$ cat src/rtl/uart_core_param.sv
// Parametrised full-duplex UART: tick generator, TX/RX FIFOs, TX/RX FSMs, host push/pop interface.
// Define UART_PARITY_EN to build parity generation/checking; without it parity_mode is ignored.
module uart_core_param #(
  parameter int DATA_SIZE  = 8,
  parameter int FIFO_DEPTH = 8,
  parameter int SAMPLE     = 16,
  parameter int DVSR_WIDTH = 16
) (
  input  logic                  clk,
  input  logic                  reset,
  input  logic [DVSR_WIDTH-1:0] baud_dvsr,
  input  logic [1:0]            parity_mode,
  input  logic                  stop2,
  input  logic [DATA_SIZE-1:0]  tx_wdata,
  input  logic                  tx_wr,
  output logic                  tx_full,
  output logic                  tx_busy,
  output logic [DATA_SIZE-1:0]  rx_rdata,
  input  logic                  rx_rd,
  output logic                  rx_empty,
  input  logic                  err_clr,
  output logic                  parity_err,
  output logic                  frame_err,
  output logic                  overrun,
  input  logic                  rx,
  output logic                  tx
);
  localparam int AW = $clog2(FIFO_DEPTH);
  localparam int CW = $clog2(2 * SAMPLE);
  localparam int NW = $clog2(DATA_SIZE);
  localparam logic [CW-1:0] BIT_LAST   = CW'(SAMPLE - 1);
  localparam logic [CW-1:0] STOP2_LAST = CW'(2 * SAMPLE - 1);
  localparam logic [CW-1:0] HALF_LAST  = CW'(SAMPLE / 2 - 1);
  localparam logic [NW-1:0] DATA_LAST  = NW'(DATA_SIZE - 1);

`ifdef UART_PARITY_EN
  typedef enum logic [2:0] {IDLE, START, DATA, PARITY, STOP} state_t;
  logic par_en_in, par_odd_in;
  assign par_en_in  = (parity_mode == 2'b01) || (parity_mode == 2'b10);
  assign par_odd_in = (parity_mode == 2'b10);
`else
  typedef enum logic [2:0] {IDLE, START, DATA, STOP} state_t;
  logic parity_mode_unused;
  assign parity_mode_unused = ^parity_mode;
`endif

  logic [DVSR_WIDTH-1:0] tick_cnt;
  logic                  s_tick;
  assign s_tick = (tick_cnt == '0);

  always_ff @(posedge clk or posedge reset)
    if (reset)       tick_cnt <= '0;
    else if (s_tick) tick_cnt <= baud_dvsr;
    else             tick_cnt <= tick_cnt - DVSR_WIDTH'(1);

  // TX FIFO; a push while full is accepted only when the same cycle pops
  logic [DATA_SIZE-1:0] tx_mem [FIFO_DEPTH];
  logic [AW:0]          tx_wptr, tx_rptr, tx_wptr_nx, tx_rptr_nx;
  logic                 tx_empty, tx_pop, tx_push;
  assign tx_push    = tx_wr && (!tx_full || tx_pop);
  assign tx_wptr_nx = tx_wptr + (AW+1)'(tx_push);
  assign tx_rptr_nx = tx_rptr + (AW+1)'(tx_pop);

  always_ff @(posedge clk or posedge reset)
    if (reset) begin
      tx_wptr  <= '0;
      tx_rptr  <= '0;
      tx_empty <= 1'b1;
      tx_full  <= 1'b0;
    end else begin
      tx_wptr  <= tx_wptr_nx;
      tx_rptr  <= tx_rptr_nx;
      tx_empty <= (tx_wptr_nx == tx_rptr_nx);
      tx_full  <= (tx_wptr_nx[AW] != tx_rptr_nx[AW]) && (tx_wptr_nx[AW-1:0] == tx_rptr_nx[AW-1:0]);
    end

  always_ff @(posedge clk)
    if (tx_push) tx_mem[tx_wptr[AW-1:0]] <= tx_wdata;

  state_t               tx_state;
  logic [CW-1:0]        tx_cnt;
  logic [NW-1:0]        tx_n;
  logic [DATA_SIZE-1:0] tx_sh, tx_head;
  logic                 tx_stop2, tx_reg, tx_stop_done;
`ifdef UART_PARITY_EN
  logic                 tx_par_en, tx_par_bit;
`endif
  assign tx_head      = tx_mem[tx_rptr[AW-1:0]];
  assign tx_stop_done = (tx_state == STOP) && (tx_cnt == (tx_stop2 ? STOP2_LAST : BIT_LAST));
  // Popping straight out of the last stop tick gives back-to-back frames with no idle gap
  assign tx_pop       = s_tick && !tx_empty && ((tx_state == IDLE) || tx_stop_done);
  assign tx_busy      = (tx_state != IDLE) || !tx_empty;
  assign tx           = tx_reg;

  always_ff @(posedge clk or posedge reset)
    if (reset) begin
      tx_state   <= IDLE;
      tx_cnt     <= '0;
      tx_n       <= '0;
      tx_sh      <= '0;
      tx_stop2   <= 1'b0;
      tx_reg     <= 1'b1;
`ifdef UART_PARITY_EN
      tx_par_en  <= 1'b0;
      tx_par_bit <= 1'b0;
`endif
    end else if (tx_pop) begin
      tx_state   <= START;
      tx_cnt     <= '0;
      tx_sh      <= tx_head;
      tx_stop2   <= stop2;
      tx_reg     <= 1'b0;
`ifdef UART_PARITY_EN
      tx_par_en  <= par_en_in;
      tx_par_bit <= (^tx_head) ^ par_odd_in;
`endif
    end else if (s_tick) begin
      case (tx_state)
        IDLE: tx_reg <= 1'b1;
        START:
          if (tx_cnt == BIT_LAST) begin
            tx_state <= DATA;
            tx_cnt   <= '0;
            tx_n     <= '0;
            tx_reg   <= tx_sh[0];
          end else tx_cnt <= tx_cnt + CW'(1);
        DATA:
          if (tx_cnt == BIT_LAST) begin
            tx_cnt <= '0;
            tx_sh  <= tx_sh >> 1;
            if (tx_n == DATA_LAST) begin
`ifdef UART_PARITY_EN
              if (tx_par_en) begin
                tx_state <= PARITY;
                tx_reg   <= tx_par_bit;
              end else
`endif
              begin
                tx_state <= STOP;
                tx_reg   <= 1'b1;
              end
            end else begin
              tx_n   <= tx_n + NW'(1);
              tx_reg <= tx_sh[1];
            end
          end else tx_cnt <= tx_cnt + CW'(1);
`ifdef UART_PARITY_EN
        PARITY:
          if (tx_cnt == BIT_LAST) begin
            tx_state <= STOP;
            tx_cnt   <= '0;
            tx_reg   <= 1'b1;
          end else tx_cnt <= tx_cnt + CW'(1);
`endif
        STOP:
          if (tx_stop_done) begin
            tx_state <= IDLE;
            tx_cnt   <= '0;
          end else tx_cnt <= tx_cnt + CW'(1);
        default: begin
          tx_state <= IDLE;
          tx_reg   <= 1'b1;
        end
      endcase
    end

  logic rx_s1, rx_s2;
  always_ff @(posedge clk or posedge reset)
    if (reset) begin
      rx_s1 <= 1'b1;
      rx_s2 <= 1'b1;
    end else begin
      rx_s1 <= rx;
      rx_s2 <= rx_s1;
    end

  state_t               rx_state;
  logic [CW-1:0]        rx_cnt;
  logic [NW-1:0]        rx_n;
  logic [DATA_SIZE-1:0] rx_sh;
  logic                 rx_push;
`ifdef UART_PARITY_EN
  logic                 rx_par_en, rx_par_odd, rx_par_bit;
`else
  assign parity_err = 1'b0;
`endif

  // Error flags: a set in the same cycle as err_clr wins because it is assigned last
  always_ff @(posedge clk or posedge reset)
    if (reset) begin
      rx_state   <= IDLE;
      rx_cnt     <= '0;
      rx_n       <= '0;
      rx_sh      <= '0;
      rx_push    <= 1'b0;
      frame_err  <= 1'b0;
`ifdef UART_PARITY_EN
      rx_par_en  <= 1'b0;
      rx_par_odd <= 1'b0;
      rx_par_bit <= 1'b0;
      parity_err <= 1'b0;
`endif
    end else begin
      rx_push <= 1'b0;
      if (err_clr) begin
        frame_err  <= 1'b0;
`ifdef UART_PARITY_EN
        parity_err <= 1'b0;
`endif
      end
      case (rx_state)
        IDLE:
          if (!rx_s2) begin
            rx_state   <= START;
            rx_cnt     <= '0;
`ifdef UART_PARITY_EN
            rx_par_en  <= par_en_in;
            rx_par_odd <= par_odd_in;
`endif
          end
        START:
          if (s_tick) begin
            if (rx_cnt == HALF_LAST) begin
              rx_state <= rx_s2 ? IDLE : DATA;
              rx_cnt   <= '0;
              rx_n     <= '0;
            end else rx_cnt <= rx_cnt + CW'(1);
          end
        DATA:
          if (s_tick) begin
            if (rx_cnt == BIT_LAST) begin
              rx_cnt <= '0;
              rx_sh  <= {rx_s2, rx_sh[DATA_SIZE-1:1]};
              if (rx_n == DATA_LAST) begin
`ifdef UART_PARITY_EN
                rx_state <= rx_par_en ? PARITY : STOP;
`else
                rx_state <= STOP;
`endif
              end else rx_n <= rx_n + NW'(1);
            end else rx_cnt <= rx_cnt + CW'(1);
          end
`ifdef UART_PARITY_EN
        PARITY:
          if (s_tick) begin
            if (rx_cnt == BIT_LAST) begin
              rx_cnt     <= '0;
              rx_par_bit <= rx_s2;
              rx_state   <= STOP;
            end else rx_cnt <= rx_cnt + CW'(1);
          end
`endif
        STOP:
          if (s_tick) begin
            if (rx_cnt == BIT_LAST) begin
              rx_cnt   <= '0;
              rx_push  <= 1'b1;
              rx_state <= IDLE;
              if (!rx_s2) frame_err <= 1'b1;
`ifdef UART_PARITY_EN
              if (rx_par_en && (rx_par_bit != ((^rx_sh) ^ rx_par_odd))) parity_err <= 1'b1;
`endif
            end else rx_cnt <= rx_cnt + CW'(1);
          end
        default: rx_state <= IDLE;
      endcase
    end

  logic [DATA_SIZE-1:0] rx_mem [FIFO_DEPTH];
  logic [AW:0]          rx_wptr, rx_rptr, rx_wptr_nx, rx_rptr_nx;
  logic                 rx_full, rx_do_rd, rx_do_wr;
  assign rx_do_rd   = rx_rd && !rx_empty;
  assign rx_do_wr   = rx_push && (!rx_full || rx_do_rd);
  assign rx_wptr_nx = rx_wptr + (AW+1)'(rx_do_wr);
  assign rx_rptr_nx = rx_rptr + (AW+1)'(rx_do_rd);
  assign rx_rdata   = rx_empty ? '0 : rx_mem[rx_rptr[AW-1:0]];

  always_ff @(posedge clk or posedge reset)
    if (reset) begin
      rx_wptr  <= '0;
      rx_rptr  <= '0;
      rx_empty <= 1'b1;
      rx_full  <= 1'b0;
      overrun  <= 1'b0;
    end else begin
      rx_wptr  <= rx_wptr_nx;
      rx_rptr  <= rx_rptr_nx;
      rx_empty <= (rx_wptr_nx == rx_rptr_nx);
      rx_full  <= (rx_wptr_nx[AW] != rx_rptr_nx[AW]) && (rx_wptr_nx[AW-1:0] == rx_rptr_nx[AW-1:0]);
      if (rx_push && rx_full && !rx_do_rd) overrun <= 1'b1;
      else if (err_clr)                     overrun <= 1'b0;
    end

  always_ff @(posedge clk)
    if (rx_do_wr) rx_mem[rx_wptr[AW-1:0]] <= rx_sh;

endmodule

$ cat config.mk
export PLATFORM = sky130hd
export DESIGN_NAME = uart_core_param
export DESIGN_NICKNAME = d
export VERILOG_FILES = /design/src/rtl/uart_core_param.sv
export SDC_FILE = /design/constraint.sdc
export NUM_CORES = 1
export LEC_CHECK = 0
export CAP_MARGIN = 20
export CELL_PAD_IN_SITES_DETAIL_PLACEMENT = 2
export CELL_PAD_IN_SITES_GLOBAL_PLACEMENT = 2
export CORE_MARGIN = 8
export CORE_UTILIZATION = 40
export CTS_CLUSTER_DIAMETER = 50
export DETAILED_ROUTE_END_ITERATION = 8
export GPL_TIMING_DRIVEN = 0
export PLACE_DENSITY = 0.85
export SETUP_SLACK_MARGIN = 0.15
export SYNTH_ARGS = -nofsm -noshare
export SYNTH_HDL_FRONTEND = slang
export SYNTH_SLANG_ARGS = --single-unit
export TNS_END_PERCENT = 50
$ cat constraint.sdc
create_clock -name clk -period 9.2 [get_ports clk]
set_input_delay 1.84 -clock clk [delete_from_list [all_inputs] [get_ports clk]]
set_output_delay 1.84 -clock clk [all_outputs]
set_load 0.01 [all_outputs]
==> results of run 1 <==
[worst max-delay path, stage by stage (launching register included)]
cell	delay, ns
dfrtp_1	0.35
clkbuf_1	0.41
buf_2	0.45
mux4_2	0.58
mux2i_1	0.17
nor2_1	0.07
clkdlybuf4s50_1	0.50
[routing by layer]
metal	global-route usage, %	share of wire, %	vias up
met5	0	0	-
met4	4.14	1.9	0
met3	2.78	3.1	36
met2	32.1	56	80
met1	18.4	39	2691
li1	-	-	2364
[cell type report]
| type | count | area [sq um] |
|---|---|---|
| sequential | 207 | 5830 |
| clock buffer | 36 | 782 |
| clock inverter | 14 | 111 |
| buffer | 20 | 95.1 |
| timing repair buffer | 51 | 503 |
| fill | 2054 | 11200 |
| multi-input combinational | 337 | 2910 |
| inverter | 26 | 100 |
| tap | 280 | 350 |
[synth_stat cells, drive strengths merged, types with 6 or more instances]
cell	n	area share, %
buf	11	0.69
xor2	22	2.2
mux2	13	1.6
nand2	41	1.7
o21ai	26	1.5
xnor2	7	0.69
nor3	13	0.85
nand3	16	0.95
nand2b	8	0.56
a21oi	6	0.34
nor2b	7	0.49
inv	26	1.1
dfrtp	74	21
mux2i	38	4.4
edfxtp	128	43
ha	24	3.4
nor2	38	1.6
mux4	32	8.1
clkbuf	9	0.38
[through the flow]
stage | utilization (%) | area, sq um
after floorplan | - | 8930
after global placement | 44.4 | 9720
after detailed placement | 44.7 | 9770
after CTS | 48.7 | 10700
after global routing | 48.8 | 10700
final | 48.8 | 10700
[logic make-up (layout without fill, tap and decap cells)]
kind of cell | count (synthesis) | after routing | share of synthesized area (%)
muxes | 83 | 83 | 14.1
adders and majority gates | 24 | 24 | 3.36
xor gates and xnor gates | 29 | 29 | 2.84
AOI/OAI and AO/OA | 52 | 52 | 3.56
other | 1 | 1 | 0.0420
and+or+nand+nor | 148 | 148 | 8.66
buffers and inverters | 46 | 147 | 2.16
DFF | 207 | 207 | 65.3
[power by group through the flow]
stage                     Combinational (W)  Sequential [W]  Clock (W)
after floorplan                    0.000226         0.00113          0
after global placement             0.000306         0.00114          0
after detailed placement           0.000333         0.00115          0
after CTS                          0.000338         0.00113    0.00105
after global routing               0.000364         0.00114    0.00109
final                              0.000330         0.00113    0.00102
[worst min path at each step]
stage / end / depth (start not counted)
4_1_cts: rx_s2 / 0
2_1_floorplan: rx_s2 / 0
3_3_place_gp: rx_s2 / 0
6_report: rx_s2 / 0
5_1_grt: rx_s2 / 0
3_5_place_dp: rx_s2 / 0
==> impl_metrics.csv, run 1 <==
group,metric,value,unit
worst_setup_path,critPathLaunchType,"register",
die,rows,54,
worst_setup_path,cp-endpoint,"rx_rdata[5]",
die,die_area,27400,sq um
synth,yosysUniqueCellTypes,60,
pwr,vdd.ir_drop.worst,186,uV
worst_setup_path,rrSetupSlack,5.72,ns
die,die_h,165,microns
timing,final_hold_viol_count,0,
grt,track_usage,16.6,%
drt,viasPerCell,5.33,
pwr,p_clk_share,41.2,%
pwr,finalPower,0.00249,W
clock_tree,cts_hold_buffers,0,
pwr,p_sw,0.000663,W
pwr,combPwrFrac,13.3,%
drt,drtPass1Iterations,4,
timing,worst_slack,4.29,ns
timing,fmax,204,MHz
die,die_w,165,microns
place,place_ws,4.76,ns
pwr,p_leak,4.18,nW
worst_setup_path,cp.required,7.36,ns
layout,final_common_cell,"edfxtp_1",
synth,yosysWarnings,0,
worst_setup_path,r2r_cells,13,
worst_setup_path,setup.worst_path.start,"rx_rptr[0]",
clock_tree,cts_tree,"done",
synth,synth_area,8930,sq um
timing,finalCriticalPeriod,4.91,ns
grt,grt_pass1_vias,6109,
grt,grt_max_degree,57,
place,place_inst,919,
place,place.gp.congestion,0.738,
layout,drive_above_1_share,18.1,%
drt,wl_per_cell,22.5,microns
timing,relSlewSlack,28.0,%
layout,final_cells,971,
pwr,intPower,0.00182,W
place,port_buffers,44,
grt,antenna_found_initial,0,
clock_tree,cts_num_sinks,207,
clock_tree,cts.repair.resized,0,
layout,final_cell_mix,"edfxtp_1, dfrtp_1, clkdlybuf4s50_1, nand2_1",
worst_setup_path,crit_arrival,3.07,ns
clock_tree,cts_buffers,27,
pwr,p_per_area,233,nW/um^2
place,hpwl,15.6,mm
die,core_area,21900,sq um
synth,ys_ff_latch,207,
worst_hold_path,hold_path.class,"reg -> reg",
pwr,seqPwrFrac,45.5,%
timing,rsz0062_at_grt,"false",
grt,grt_pass1_wl,34.9,mm
worst_setup_path,rr_endpoint,"tx_empty",
worst_hold_path,holdCritStartpoint,"rx_s1",
synth,avgSynthCellArea,15.1,sq um
grt,grt-ovfl-total,0,
worst_setup_path,r2r_start,"tick_cnt[0]",
timing,drv_slew,0,
clock_tree,root_buffer,"clkbuf_16",
synth,async_reset_ff_share,38.2,%
synth,synthCells,590,
layout,fin_nets,727,
clock_tree,clockBufferDepth,3,
drt,route.antenna.remaining_nets,0,
timing,hold_ws,0.362,ns
clock_tree,cts_setup_buffers,0,
clock_tree,path_clk_slew,0.06,ns
clock_tree,h-tree-depth,1,
synth,synth_fp_nets,647,
drt,wl,21.8,mm
synth,yosysSeqAreaShare,65.3,%
drt,drt_iter0_markers,234,
timing,skew,0.0161,ns
drt,drc,0,
synth,synth_top_flop_cell,"edfxtp_1",
worst_setup_path,cp_max_fo,10,
worst_setup_path,path_class,"reg -> out",
clock_tree,clkLatencyLatePin,0.54,ns
die,ios,48,
timing,setup_viol,0,
pwr,p_sw_share,26.7,%
drt,num_vias,5171,
worst_setup_path,endpoint_kind,"output port",
flow_run,maxCapViolations,0,
timing,final.period_utilization,53.3,%
synth,synth-edff-count,128,
layout,area_growth,19.6,%
timing,worstMarginPinSlew,1.08,ns
die,initial_core_util,40.8,%
run_status,status,"finished clean",
layout,diodes,0,
timing,tns,0,ns
No activity file was read; power rests on OpenSTA's default activity.
==> run 2: changes to the inputs <==
- clock period: 9.2 -> 4.65 ns (I/O delays scaled with it)
==> results of run 2 <==
The final DEF is identical to that of run 1. Status: finished clean.
Main changes from that run: setup slack after placement 4.76 ns -> 1.12 ns; setup slack after layout 4.29 ns -> 0.653 ns; register-to-register setup slack 5.72 ns -> 1.17 ns; total power 0.00249 W -> 0.00492 W; worst IR drop on VDD 186 uV -> 367 uV
==> run 3: changes to the inputs <==
- CAP_MARGIN: 20 -> unset
- GPL_TIMING_DRIVEN: 0 -> 1
==> run 3 against run 2 <==
  * Final area fell by 1.1%
  * Die area unchanged
  * Setup slack better by 0.24 ns
  * Via count shrank 1.5%
  * Final cell count is 1.6% lower
  * Fmax increased by 6.4%
  * Critical path depth rose by 6
  * Sequential cell count unchanged
  * Register-to-register slack got worse by 0.28 ns
  * Wire length shrank 2.0%
  * Largest cell class unchanged
==> impl_metrics.csv, run 3 (synthesized netlist as in run 1, its figures left out) <==
group,metric,value,unit
run_status,status,"finished clean",
drt,wl,21.4,mm
layout,fin_nets,710,
clock_tree,root_buffer,"clkbuf_16",
worst_setup_path,path_class,"reg -> reg",
drt,num_vias,5094,
drt,viasPerCell,5.33,
pwr,seqPwrFrac,47.4,%
pwr,p_leak,4.10,nW
flow_run,maxCapViolations,0,
die,rows,54,
drt,wl_per_cell,22.4,microns
worst_setup_path,endpoint_kind,"register",
worst_setup_path,cp-endpoint,"tx_full",
grt,grt_pass1_wl,34.3,mm
layout,final_cell_mix,"edfxtp_1, dfrtp_1, clkdlybuf4s50_1, nand2_1",
timing,worstMarginPinSlew,1.02,ns
die,ios,48,
timing,skew,0.0191,ns
clock_tree,cts_num_sinks,207,
drt,drtPass1Iterations,6,
grt,grt-ovfl-total,0,
die,die_area,27400,sq um
worst_setup_path,setup.worst_path.start,"tick_cnt[0]",
die,die_h,165,microns
pwr,p_sw_share,26.6,%
grt,grt_pass1_vias,5976,
place,place_area,9700,sq um
clock_tree,cts_buffers,27,
worst_setup_path,cp.required,5.09,ns
place,place.gp.congestion,0.759,
clock_tree,clockBufferDepth,3,
die,die_w,165,microns
clock_tree,cts_tree,"done",
timing,relSlewSlack,32.1,%
die,core_area,21900,sq um
pwr,combPwrFrac,12.2,%
clock_tree,path_clk_slew,0.06,ns
timing,rsz0062_at_grt,"false",
worst_setup_path,rr_endpoint,"tx_full",
grt,antenna_found_initial,1,
clock_tree,cts_setup_buffers,0,
timing,finalCriticalPeriod,3.76,ns
worst_setup_path,rrSetupSlack,0.89,ns
timing,final_hold_viol_count,0,
layout,drive_above_1_share,17.1,%
timing,final.period_utilization,80.8,%
die,initial_core_util,40.8,%
worst_hold_path,hold_path.class,"reg -> reg",
pwr,p_sw,0.00129,W
drt,drc,0,
worst_setup_path,cp_max_fo,10,
grt,grt_max_degree,57,
clock_tree,h-tree-depth,1,
layout,area_growth,18.2,%
pwr,intPower,0.00357,W
clock_tree,cts_hold_buffers,0,
layout,stdcell_area,10600,sq um
worst_setup_path,crit_arrival,4.20,ns
layout,final_common_cell,"edfxtp_1",
worst_setup_path,r2r_start,"tick_cnt[0]",
timing,setup_viol,0,
place,port_buffers,44,
timing,tns,0,ns
timing,worst_slack,0.893,ns
drt,route.antenna.remaining_nets,0,
worst_setup_path,critPathLaunchType,"register",
timing,drv_slew,0,
place,hpwl,14.5,mm
worst_setup_path,r2r_cells,12,
drt,drt_iter0_markers,232,
pwr,p_per_area,460,nW/um^2
clock_tree,clkLatencyLatePin,0.53,ns
pwr,vdd.ir_drop.worst,272,uV
pwr,p_clk_share,40.4,%
place,place_ws,1.07,ns
timing,fmax,266,MHz
grt,track_usage,16.2,%
clock_tree,cts.repair.resized,0,
==> run 3: cell types whose count changed in the layout (fill, tap and decap cells not counted), moves of 2 or more <==
cell	previous run	this run
buf_2	11	0
buf_4	5	10
clkinv_2	1	3
clkbuf_1	13	8
inv_8	2	0
==> run 3: cell type report <==
type | count | area, sq um
clock buffers | 39 | 772
multi-input cells | 337 | 2910
clock inverters | 11 | 81.3
well taps | 280 | 350
diodes | 1 | 2.50
repair buffers | 54 | 515
flip-flops and latches | 207 | 5830
inverters | 26 | 98.8
fillers | 2036 | 11300
==> run 3: worst min-delay path by stage <==
stage	from	end	slack, ns	depth (start not counted)
2_1_floorplan	rx_s1	rx_s2	0.35	0
3_3_place_gp	rx_s1	rx_s2	0.35	0
3_5_place_dp	rx_s1	rx_s2	0.35	0
4_1_cts	rx_s1	rx_s2	0.37	0
5_1_grt	rx_s1	rx_s2	0.37	0
6_report	rx_s1	rx_s2	0.37	0
==> run 3: through the flow <==
step                      hold WS [ns]  std cells  utilization (%)  total power (W)
after floorplan                  0.345        590                -          0.00269
after global placement           0.348        904             44.3          0.00287
after detailed placement         0.347        904             44.3          0.00294
after CTS                        0.367        954             48.2          0.00493
after global routing             0.374        955             48.2          0.00505
final                            0.369        955             48.2          0.00486
==> run 3: power by group through the flow <==
stage	Clock (W)	Sequential (W)	Combinational [W]
2_1_floorplan	0	0.00224	0.000446
3_3_place_gp	0	0.00231	0.000559
3_5_place_dp	0	0.00234	0.000599
4_1_cts	0.00201	0.00231	0.000611
5_1_grt	0.00207	0.00233	0.000651
6_report	0.00196	0.00230	0.000592
==> run 3: worst max-delay path: stages, from the launching register on <==
cell     delay, ns
dfrtp_1       0.42
inv_1         0.10
ha_1          0.15
nor4b_1       0.64
and4_1        0.52
nand3_2       0.23
inv_2         0.27
ha_1          0.24
ha_1          0.17
xor2_1        0.28
xor2_1        0.10
or3_1         0.42
nor2_1        0.13
==> run 3: metal layers <==
| layer | vias to the layer above | global-route usage [%] | part of all wire (%) |
|---|---|---|---|
| li1 | 2324 | - | - |
| met1 | 2648 | 18.6 | 40 |
| met2 | 84 | 30.6 | 55 |
| met3 | 38 | 2.48 | 2.9 |
| met4 | 0 | 4.75 | 2.3 |
| met5 | - | 0 | 0 |
